==> src/rtl/mtl1_pkg.sv <==
// Shared types and constants for the SPI flash arbiter.
// Holds the arbiter state enum, SPI idle levels and defaults.
package mtl1_pkg;

  typedef enum logic [1:0] {
    ST_IDLE,
    ST_CTRL,
    ST_WR,
    ST_GUARD
  } arb_state_e;

  typedef enum logic {
    OWN_CTRL,
    OWN_WR
  } owner_e;

  localparam logic SPI_CS_IDLE   = 1'b1;
  localparam logic SPI_CLK_IDLE  = 1'b0;
  localparam logic SPI_MOSI_IDLE = 1'b0;

  localparam int DEF_GUARD_CYCLES   = 3;
  localparam int DEF_TIMEOUT_CYCLES = 1024;
  localparam int DEF_SYNC_STAGES    = 2;

  // Shared watchdog/guard counter: never narrower than 10 bits.
  function automatic int cnt_width(int timeout, int guard);
    int w;
    w = 10;
    if ($clog2(timeout + 1) > w) w = $clog2(timeout + 1);
    if ($clog2(guard + 1) > w) w = $clog2(guard + 1);
    return w;
  endfunction

endpackage

==> src/rtl/cdc_sync.sv <==
// N-flop single-bit synchronizer with async active-low clear.
// Used to bring the FT2232 writer request into the clk domain.
module cdc_sync #(
  parameter int N = 2
) (
  input  logic clk,
  input  logic rst_n,
  input  logic d_i,
  output logic q_o
);

  logic [N-1:0] sync_q;

  always_ff @(posedge clk or negedge rst_n) begin
    if (!rst_n) begin
      sync_q <= '0;
    end else begin
      sync_q[0] <= d_i;
      for (int i = 1; i < N; i++) begin
        sync_q[i] <= sync_q[i-1];
      end
    end
  end

  assign q_o = sync_q[N-1];

endmodule

==> src/rtl/spi_flash_arbiter.sv <==
// Two-master SPI flash arbiter: 6809 read controller vs FT2232 writer.
// Fair tie-break, no preemption, CS guard gap, controller watchdog.
module spi_flash_arbiter
  import mtl1_pkg::*;
#(
  parameter int GUARD_CYCLES   = DEF_GUARD_CYCLES,
  parameter int TIMEOUT_CYCLES = DEF_TIMEOUT_CYCLES,
  parameter int SYNC_STAGES    = DEF_SYNC_STAGES
) (
  input  logic clk,
  input  logic reset_n,
  input  logic i_ctrl_req,
  input  logic i_ctrl_spi_clk,
  input  logic i_ctrl_spi_mosi,
  input  logic i_ctrl_spi_cs,
  input  logic i_wr_req_n,
  input  logic i_wr_spi_clk,
  input  logic i_wr_spi_mosi,
  input  logic i_wr_spi_cs,
  output logic o_SPI_CLK,
  output logic o_SPI_MOSI,
  output logic o_SPI_CS,
  output logic o_ctrl_gnt,
  output logic o_wr_gnt,
  output logic o_ctrl_wait,
  output logic o_timeout
);

  localparam int GC = (GUARD_CYCLES < 1) ? 1 : GUARD_CYCLES;
  localparam int CW = cnt_width(TIMEOUT_CYCLES, GC);
  localparam logic [CW-1:0] GUARD_LOAD = CW'(GC - 1);
  localparam logic [CW-1:0] TO_LAST    = CW'(TIMEOUT_CYCLES - 1);

  arb_state_e    state_q;
  owner_e        last_q;
  logic [CW-1:0] cnt_q;
  logic          ctrl_gnt_q;
  logic          wr_gnt_q;
  logic          timeout_q;
  logic          wr_req_s;

  cdc_sync #(
    .N(SYNC_STAGES)
  ) u_wr_sync (
    .clk  (clk),
    .rst_n(reset_n),
    .d_i  (~i_wr_req_n),
    .q_o  (wr_req_s)
  );

  always_ff @(posedge clk or negedge reset_n) begin
    if (!reset_n) begin
      state_q    <= ST_IDLE;
      last_q     <= OWN_WR;
      cnt_q      <= '0;
      ctrl_gnt_q <= 1'b0;
      wr_gnt_q   <= 1'b0;
      timeout_q  <= 1'b0;
    end else begin
      timeout_q <= 1'b0;
      unique case (state_q)
        ST_IDLE: begin
          // On a tie the requester not served last wins.
          if (i_ctrl_req && (!wr_req_s || last_q == OWN_WR)) begin
            state_q    <= ST_CTRL;
            ctrl_gnt_q <= 1'b1;
            last_q     <= OWN_CTRL;
            cnt_q      <= '0;
          end else if (wr_req_s) begin
            state_q  <= ST_WR;
            wr_gnt_q <= 1'b1;
            last_q   <= OWN_WR;
          end
        end
        ST_CTRL: begin
          if (cnt_q == TO_LAST) begin
            state_q    <= ST_GUARD;
            ctrl_gnt_q <= 1'b0;
            timeout_q  <= 1'b1;
            cnt_q      <= GUARD_LOAD;
          end else if (!i_ctrl_req && i_ctrl_spi_cs) begin
            state_q    <= ST_GUARD;
            ctrl_gnt_q <= 1'b0;
            cnt_q      <= GUARD_LOAD;
          end else begin
            cnt_q <= cnt_q + 1'b1;
          end
        end
        ST_WR: begin
          if (!wr_req_s && i_wr_spi_cs) begin
            state_q  <= ST_GUARD;
            wr_gnt_q <= 1'b0;
            cnt_q    <= GUARD_LOAD;
          end
        end
        ST_GUARD: begin
          if (cnt_q == '0) begin
            state_q <= ST_IDLE;
          end else begin
            cnt_q <= cnt_q - 1'b1;
          end
        end
        default: state_q <= ST_IDLE;
      endcase
    end
  end

  always_comb begin
    o_SPI_CS   = SPI_CS_IDLE;
    o_SPI_CLK  = SPI_CLK_IDLE;
    o_SPI_MOSI = SPI_MOSI_IDLE;
    if (ctrl_gnt_q) begin
      o_SPI_CS   = i_ctrl_spi_cs;
      o_SPI_CLK  = i_ctrl_spi_clk;
      o_SPI_MOSI = i_ctrl_spi_mosi;
    end else if (wr_gnt_q) begin
      o_SPI_CS   = i_wr_spi_cs;
      o_SPI_CLK  = i_wr_spi_clk;
      o_SPI_MOSI = i_wr_spi_mosi;
    end
  end

  assign o_ctrl_gnt  = ctrl_gnt_q;
  assign o_wr_gnt    = wr_gnt_q;
  assign o_timeout   = timeout_q;
  assign o_ctrl_wait = i_ctrl_req & ~ctrl_gnt_q;

endmodule

==> config.mk <==
export PLATFORM = sky130hd
export DESIGN_NAME = spi_flash_arbiter
export DESIGN_NICKNAME = d
export VERILOG_FILES = /design/src/rtl/mtl1_pkg.sv /design/src/rtl/cdc_sync.sv /design/src/rtl/spi_flash_arbiter.sv
export SDC_FILE = /design/constraint.sdc
export NUM_CORES = 1
export LEC_CHECK = 0
export BUFFER_PORTS_ARGS = -buffer_cell sky130_fd_sc_hd__clkbuf_2
export CAP_MARGIN = 20
export CORE_UTILIZATION = 55
export DETAILED_ROUTE_END_ITERATION = 6
export GPL_ROUTABILITY_DRIVEN = 0
export PLACE_DENSITY = 0.77
export SYNTH_ARGS = -nofsm -noshare
export SYNTH_HDL_FRONTEND = slang
export SYNTH_SLANG_ARGS = --single-unit
==> constraint.sdc <==
create_clock -name clk -period 4.6 [get_ports clk]
set_input_delay 0.92 -clock clk [delete_from_list [all_inputs] [get_ports clk]]
set_output_delay 0.92 -clock clk [all_outputs]
set_load 0.005 [all_outputs]
== After elaboration in Yosys (flattened, before gate mapping) ==
Index checks and enable logic that the tools add are counted.
Word-level totals
  bits in registers: 19
  bits of input ports: 10
  logic and storage cells: 70
  output and inout port bits: 7
Operators by class
  bitwise gates (word level): 3
  $add $sub $neg: 2
  equal/unequal tests: 12
  mux-type cells: 30
  reduce and logical (&&, ||, !) cells: 16
Operators with widths (count)
  $mux 11: 5
  $pmux 11 s4: 1
  $mux 1: 15
  $mux 2: 6
  $add 11x1->11 const B: 1
  $eq 11x10->1 const B: 1
  $logic_not 11->1: 1
  $sub 11x1->11 const B: 1
  $ne 2x2->1 const B: 5
  $pmux 2 s4: 1
  $reduce_and 4->1: 2
  $reduce_and 3->1: 2
  $reduce_bool 2->1: 3
  $eq 2x2->1 const B: 2
  $pmux 1 s2: 2
  $logic_and 1x1->1: 3
  $ne 3x2->1 const B: 1
  $ne 3x3->1 const B: 1
  $eq 2x1->1 const B: 1
  $logic_not 1->1: 2
  $logic_not 2->1: 1
  $ne 2x1->1 const B: 1
  $not 1->1: 2
  $reduce_and 2->1: 1
  other kinds (2): 2

== Logic depth before layout (Yosys ltp) ==
Gate-level depths: netlist (run 1).
  word-level depth: 5
  mapped depth: 8
  mapped depth without buffers: 7

== By module ==
A second synthesis (run 1) with hierarchy kept.
Second synthesis, totals
  cell total of the unflattened synthesis: 167
  area total of the unflattened synthesis: 1407.6 sq um
By module, submodules not included
  spi_flash_arbiter: instances 1, sequential area each 426.7 sq um, area each 1357.6 sq um, cells an instance 165
  cdc_sync: instances 1, sequential area each 50.0 sq um, area each 50.0 sq um, cells an instance 2

== Worst setup path before layout (run 1) ==
Ideal clock, no wire load.
  path kind: input -> output
  start point: input i_wr_spi_cs
  end point: output o_SPI_CS
  buffers on the path: 0
  slack: 2.525 ns
  required time: 3.680 ns
  stages: 2
  arrival time: 1.155 ns
  path through: nor3b_1 > a21oi_1
Between the ends
  word-level cells in the longest chain between the ends: 2
Ends and longest elaborated chain
  start: declaration: RTL line spi_flash_arbiter.sv:19  | input logic i_wr_spi_cs,
  $mux 1: RTL line spi_flash_arbiter.sv:116  | end else if (wr_gnt_q) begin
  $mux 1: RTL line spi_flash_arbiter.sv:112  | if (ctrl_gnt_q) begin
  end: declaration: RTL line spi_flash_arbiter.sv:22  | output logic o_SPI_CS,
Every way passes these cells.

== Worst setup path after layout (run 1) ==
  start point: register cnt_q[0]
  end point: register state_q[0]
Between the ends
  word-level cells in the longest chain between the ends: 3
  elaborated cells on any way between the ends: 7
  those cells by class: 3 x eq/ne; 2 x mux; 2 x reduce/logical
Ends and longest elaborated chain
  start: declaration: RTL line spi_flash_arbiter.sv:36  | logic [CW-1:0] cnt_q;
  start signal: assignment: RTL line spi_flash_arbiter.sv:86  | cnt_q <= cnt_q + 1'b1;
  start signal: assignment: RTL line spi_flash_arbiter.sv:100  | cnt_q <= cnt_q - 1'b1;
  $eq 11x10->1 or $logic_not 11->1 (tied branches): RTL line spi_flash_arbiter.sv:76, spi_flash_arbiter.sv:97
  $ne 3x3->1 (no line), or another cell as far along
  $reduce_and 4->1 (no line) or $pmux 2 s4 (tied branches)
  end signal: assignment: RTL line spi_flash_arbiter.sv:77  | state_q <= ST_GUARD;
  end signal: assignment: RTL line spi_flash_arbiter.sv:82  | state_q <= ST_GUARD;
  end signal: assignment: RTL line spi_flash_arbiter.sv:91  | state_q <= ST_GUARD;
  end: declaration: RTL line spi_flash_arbiter.sv:34  | arb_state_e state_q;
Parallel ways exist; a longest one is shown, timed or not.
A chain may end at the register's enable or synchronous reset.

==> results of run 1 <==
[kinds of logic (layout without fill, tap and decap cells)]
| logic type | Yosys count | count (layout) |
|---|---|---|
| DFF | 19 | 19 |
| buffers and inverters | 20 | 32 |
| xor gates and xnor gates | 6 | 6 |
| and+or+nand+nor | 73 | 73 |
| AOI/OAI and AO/OA | 47 | 47 |
| adders and majority gates | 7 | 7 |
| muxes | 2 | 2 |
[path summary, 6_finish.rpt]
path | end | start | cells after the start
setup / recovery | state_q[0] | cnt_q[0] | 6
hold / removal | u_wr_sync.sync_q[1] | u_wr_sync.sync_q[0] | 0
setup reg to reg | state_q[0] | cnt_q[0] | 6
hold reg to reg | u_wr_sync.sync_q[1] | u_wr_sync.sync_q[0] | 0
max in group asynchronous | last_q | reset_n | 1
min in group asynchronous | cnt_q[9] | reset_n | 1
[report_power, final]
part	total [mW]	internal, mW	switching, mW
combinational	0.610	0.265	0.345
clock	0.0921	0.0326	0.0596
sequential	0.301	0.218	0.0828
total	1.00	0.515	0.487
[registers in the layout, indices dropped and copies added (netlist names)]
register          cells
state_q               2
last_q                1
o_wr_gnt              1
o_ctrl_gnt            1
u_wr_sync.sync_q      2
o_timeout             1
cnt_q                11
[layout make-up]
class                   instances  area [sq um]  area share
clock buffers                   3         22.52     0.01471
clock inverters                 1         5.005    0.003268
inverters                      12         45.04     0.02941
multi-input cells             135         864.6      0.5645
flip-flops and latches         19         476.7      0.3113
well taps                      30         37.54     0.02451
repair buffers                 16         80.08     0.05229
[metal layers]
metal,vias to the layer above,global-route usage,routed length [microns]
met1,657,0.3617,1517
met2,49,0.3945,1513
met3,10,0.02586,175
met4,0,0.1491,72
li1,647,-,-
met5,-,0,0
[worst max-delay path, cell delays in order, from the launching register on]
cell and delay, ps:
dfrtp_1 490, ha_1 280, nand3_2 170, nor4_4 420
nor2_2 170, a211o_1 360, mux2_4 310
[synthesized netlist by cell type, types with 6 or more instances]
cell type  count
xnor2_1        6
ha_1           7
o21ai_0       12
a21oi_1       10
nor2_1        13
nand3_1        8
dfrtp_1       18
nor3_1         6
inv_1         12
nand2_1       20
[stage by stage]
step / total power, mW / setup WS [ps] / utilization / hold WS, ps / instance area, sq um
floorplan: 0.7712 / 2525 / - / 331.2 / 1429
global placement: 0.8856 / 2126 / 0.6126 / 333.0 / 1504
detailed placement: 0.9020 / 2068 / 0.6126 / 340.1 / 1504
CTS: 0.9974 / 2315 / 0.6239 / 369.1 / 1531
global route: 1.088 / 2230 / 0.6239 / 377.7 / 1531
finish: 1.003 / 2304 / 0.6239 / 366.4 / 1531
==> flow_summary.toml, run 1 <==
[run_status]
outcome = "completed"

[synthesis]
syn-num-nets = 191
synth_edf_count = 0
yosys.area.top_type = "dfrtp_1"
synth_mux_area_frac = 0.02102
ys_types = 46
ys.flop_type = "dfrtp_1"
avgSynthCellArea_sq_um = 8.212
yosysWarnings = 0
synth_top_family_by_area = "simple AND/OR/NAND/NOR gates"
synth_compound_area_frac = 0.2093
synth_seq_area_share = 0.3336
netlist.area_leader.share = 0.3152
yosys.area_share.adder = 0.06130
synth-xor-area-share = 0.03678
synth_simple_gate_area_frac = 0.2767
ys_seq_elements = 19
syn_area_sq_um = 1429
synthArstFlopShare = 1.000
synthCells = 174
synth_area_leaders = "dfrtp_1 (32%), ha_1 (6.1%), nand2_1 (5.3%)"

[sta]
tightest_slew_ps = 541.7
period_minus_slack_ps = 2296
min_period_over_period = 0.4992
fin_setup_tns_ps = 0
hold_violations = 0
setup_viol = 0
drv_slew = 0
fin_skew_ps = 3.478
maxSlewHeadroom = 0.6389
rsz0062_at_grt = "false"
max_freq_ghz = 0.4355

[cts]
clock_sinks = 19
clock_path_buffers = 2
holdBufCountCts = 0
cts_resized = 0
post_cts_buffers = 0
cts_tree = "done"
clock_latency_ps = 310
clk_pin_slew_ps = 120
cts_buffers = 3
htree_num_levels = 1
cts_root_buf = "clkbuf_4"

[cells_and_area]
instances_no_fill = 216
layout_commonest_cell = "nand2_1"
nNetsFinal = 204
fillers = 229
drive_above_1_share = 0.1505
final_cell_mix = "nand2_1 (20), dfrtp_1 (18), clkbuf_2 (16)"
area_growth_pct = 7.180
n_antenna_cell = 0

[worst_setup_path]
rrSetupSlack_ps = 2300
worstPathRequired_ps = 4810
crit_type = "reg -> reg"
crit_fanout = 8
worstSetupStartpointType = "flop"
crit_path_end_kind = "flop"
critical_path_arrival_ps = 2510

[floorplan]
fp.dieH_microns = 52.97
die_x_microns = 52.97
row_count = 18
core_sq_um = 2455
die_area_sq_um = 2806
initial_core_util = 0.5821
ioPinCount = 17

[global_routing]
grt_pass1_wl_mm = 5.195
grt_usage = 0.2621
grt_max_degree = 20
grt_overflow = 0
antenna_found_initial = 0
grt_pass1_vias = 1151

[routing]
drt-wirelength-per-cell_microns = 15.18
drtAntennaViolNets = 0
drt_first_iter_violations = 50
via_per_inst = 6.310
drc = 0
first_pass_iters = 4
vias = 1363
routed_wl_mm = 3.279

[place]
port_buffers = 16
place_inst = 212
place_hpwl_mm = 2.384

[hold_path]
hp-class = "reg -> reg"

[power_and_ir_drop]
p_leak_nw = 0.6858
vdd_drop_max_mv = 0.4709
power.density_nw_per_um2 = 654.6

[run]
max-cap-violations = 0
(Power assumes the default switching activity.)
==> run 2, diff against run 1 <==
clock period = 2.3 ns   (was 4.6 ns; I/O delays follow)
==> run 2 against run 1 <==
  * First-iteration DRC count increased by 50%
  * Hold slack lost 280 ps
  * Clock power rose by 97%
  * Sequential share of layout area is 0.70 points lower
  * Total power grew 110%
  * Largest power group unchanged
==> flow_summary.toml, run 2 (same netlist as run 1, synthesis figures left out) <==
[run_status]
outcome = "completed"

[routing]
drc = 0
drt_first_iter_violations = 75
drt-wirelength-per-cell_microns = 15.27
drtAntennaViolNets = 0
first_pass_iters = 4
via_per_inst = 6.195
vias = 1363
routed_wl_mm = 3.359

[floorplan]
core_sq_um = 2455
fp.dieH_microns = 52.97
die_x_microns = 52.97
initial_core_util = 0.5821
die_area_sq_um = 2806
row_count = 18
ioPinCount = 17

[place]
place_hpwl_mm = 2.517
dpl_worst_slack_ps = 219.0
port_buffers = 16

[cells_and_area]
drive_above_1_share = 0.1684
fillers = 216
layout_commonest_cell = "nand2_1"
largest_reg_flops = 11
area_growth_pct = 9.632
multi_input_area_sq_um = 870.8
regMostFlops = "cnt_q"
reg.largest.list = "cnt_q x11, state_q x2, u_wr_sync.sync_q x2"
n_antenna_cell = 0
regArea_sq_um = 476.7
nNetsFinal = 208
final_cell_mix = "nand2_1 (20), dfrtp_1 (18), clkbuf_2 (16)"

[worst_setup_path]
worstSetupStartpointType = "flop"
worstPathRequired_ps = 2520
crit_fanout = 8
crit_path_end_kind = "flop"
critical_path_arrival_ps = 2320
crit_type = "reg -> reg"

[cts]
cts_root_buf = "clkbuf_4"
holdBufCountCts = 0
cts_tree = "done"
clock_latency_ps = 320
cts_buffers = 3
clk_pin_slew_ps = 120
htree_num_levels = 1
clock_sinks = 19
cts_resized = 0
post_cts_buffers = 0
clock_path_buffers = 2

[sta]
hold_violations = 0
setup_slack_ps = 197.2
drv_slew = 0
fin_skew_ps = 14.12
whs_ps = 84.70
maxSlewHeadroom = 0.6613
rsz0062_at_grt = "false"
min_period_over_period = 0.9143
fin_setup_tns_ps = 0
tightest_slew_ps = 508.0
setup_viol = 0
max_freq_ghz = 0.4756
period_minus_slack_ps = 2103

[power_and_ir_drop]
swShare = 0.4763
p_comb_frac = 0.620
p_leak_nw = 0.7054
p_sw_uw = 985.9
vdd_drop_max_mv = 0.8755
total_power_mw = 2.070
power.density_nw_per_um2 = 1321
p_clk_frac = 0.087
p_int_mw = 1.084
pwr-share-seq = 0.292

[global_routing]
grt_max_degree = 20
grt_pass1_vias = 1188
antenna_found_initial = 0
grt_usage = 0.2690
grt_overflow = 0
grt_pass1_wl_mm = 5.437

[hold_path]
hp-class = "in -> async"

[run]
max-cap-violations = 0
## run 2: cell count changes in the layout (fill, tap and decap cells not counted)
cell,before,now
clkbuf_1,0,1
nor4b_2,0,1
nor4b_1,1,0
clkinv_2,1,0
buf_4,0,4
## run 2: area by class of cell
class                           instances  share of cell area
Multi-Input combinational cell        135              0.5559
Sequential cell                        19              0.3043
Timing Repair Buffer                   20             0.07029
Inverter                               12             0.02875
Tap cell                               30             0.02396
Clock buffer                            4             0.01677
## run 2: through the flow
stage / area (sq um) / std cells / util
after floorplan: 1429 / 174 / -
after global placement: 1534 / 216 / 0.6249
after detailed placement: 1534 / 216 / 0.6249
after CTS: 1560 / 220 / 0.6356
after global routing: 1567 / 220 / 0.6381
final: 1567 / 220 / 0.6381
## run 2: power by group through the flow
stage	clock, mW	sequential, mW	combinational [mW]
4_1_cts	0.184	0.599	1.26
5_1_grt	0.196	0.629	1.43
6_report	0.181	0.605	1.28
3_5_place_dp	0	0.605	1.26
2_1_floorplan	0	0.519	1.02
3_3_place_gp	0	0.595	1.23
## run 2: path summary, 6_finish.rpt
| check | from | slack [ps] | to | depth (start not counted) |
|---|---|---|---|---|
| worst max-delay path | cnt_q[0] | 200 | state_q[0] | 6 |
| worst min-delay path | reset_n | 80 | state_q[0] | 1 |
| worst max register to register | cnt_q[0] | 200 | state_q[0] | 6 |
| worst min register to register | u_wr_sync.sync_q[0] | 370 | u_wr_sync.sync_q[1] | 0 |
| max in group asynchronous | reset_n | 1860 | last_q | 1 |
| min in group clk | i_wr_req_n | 270 | u_wr_sync.sync_q[0] | 2 |
## run 2: layer usage
metal | GRT usage | routed length (microns)
met1 | 0.3474 | 1542
met2 | 0.4198 | 1535
met3 | 0.04023 | 197
met4 | 0.1579 | 83
met5 | 0 | 0
## run 2: critical path, stage by stage, from the launching register on
cell     delay (ps)
dfrtp_1         470
ha_1            270
nand3_2         150
nor4_4          340
nor2_2          140
a211o_1         330
mux2_4          310
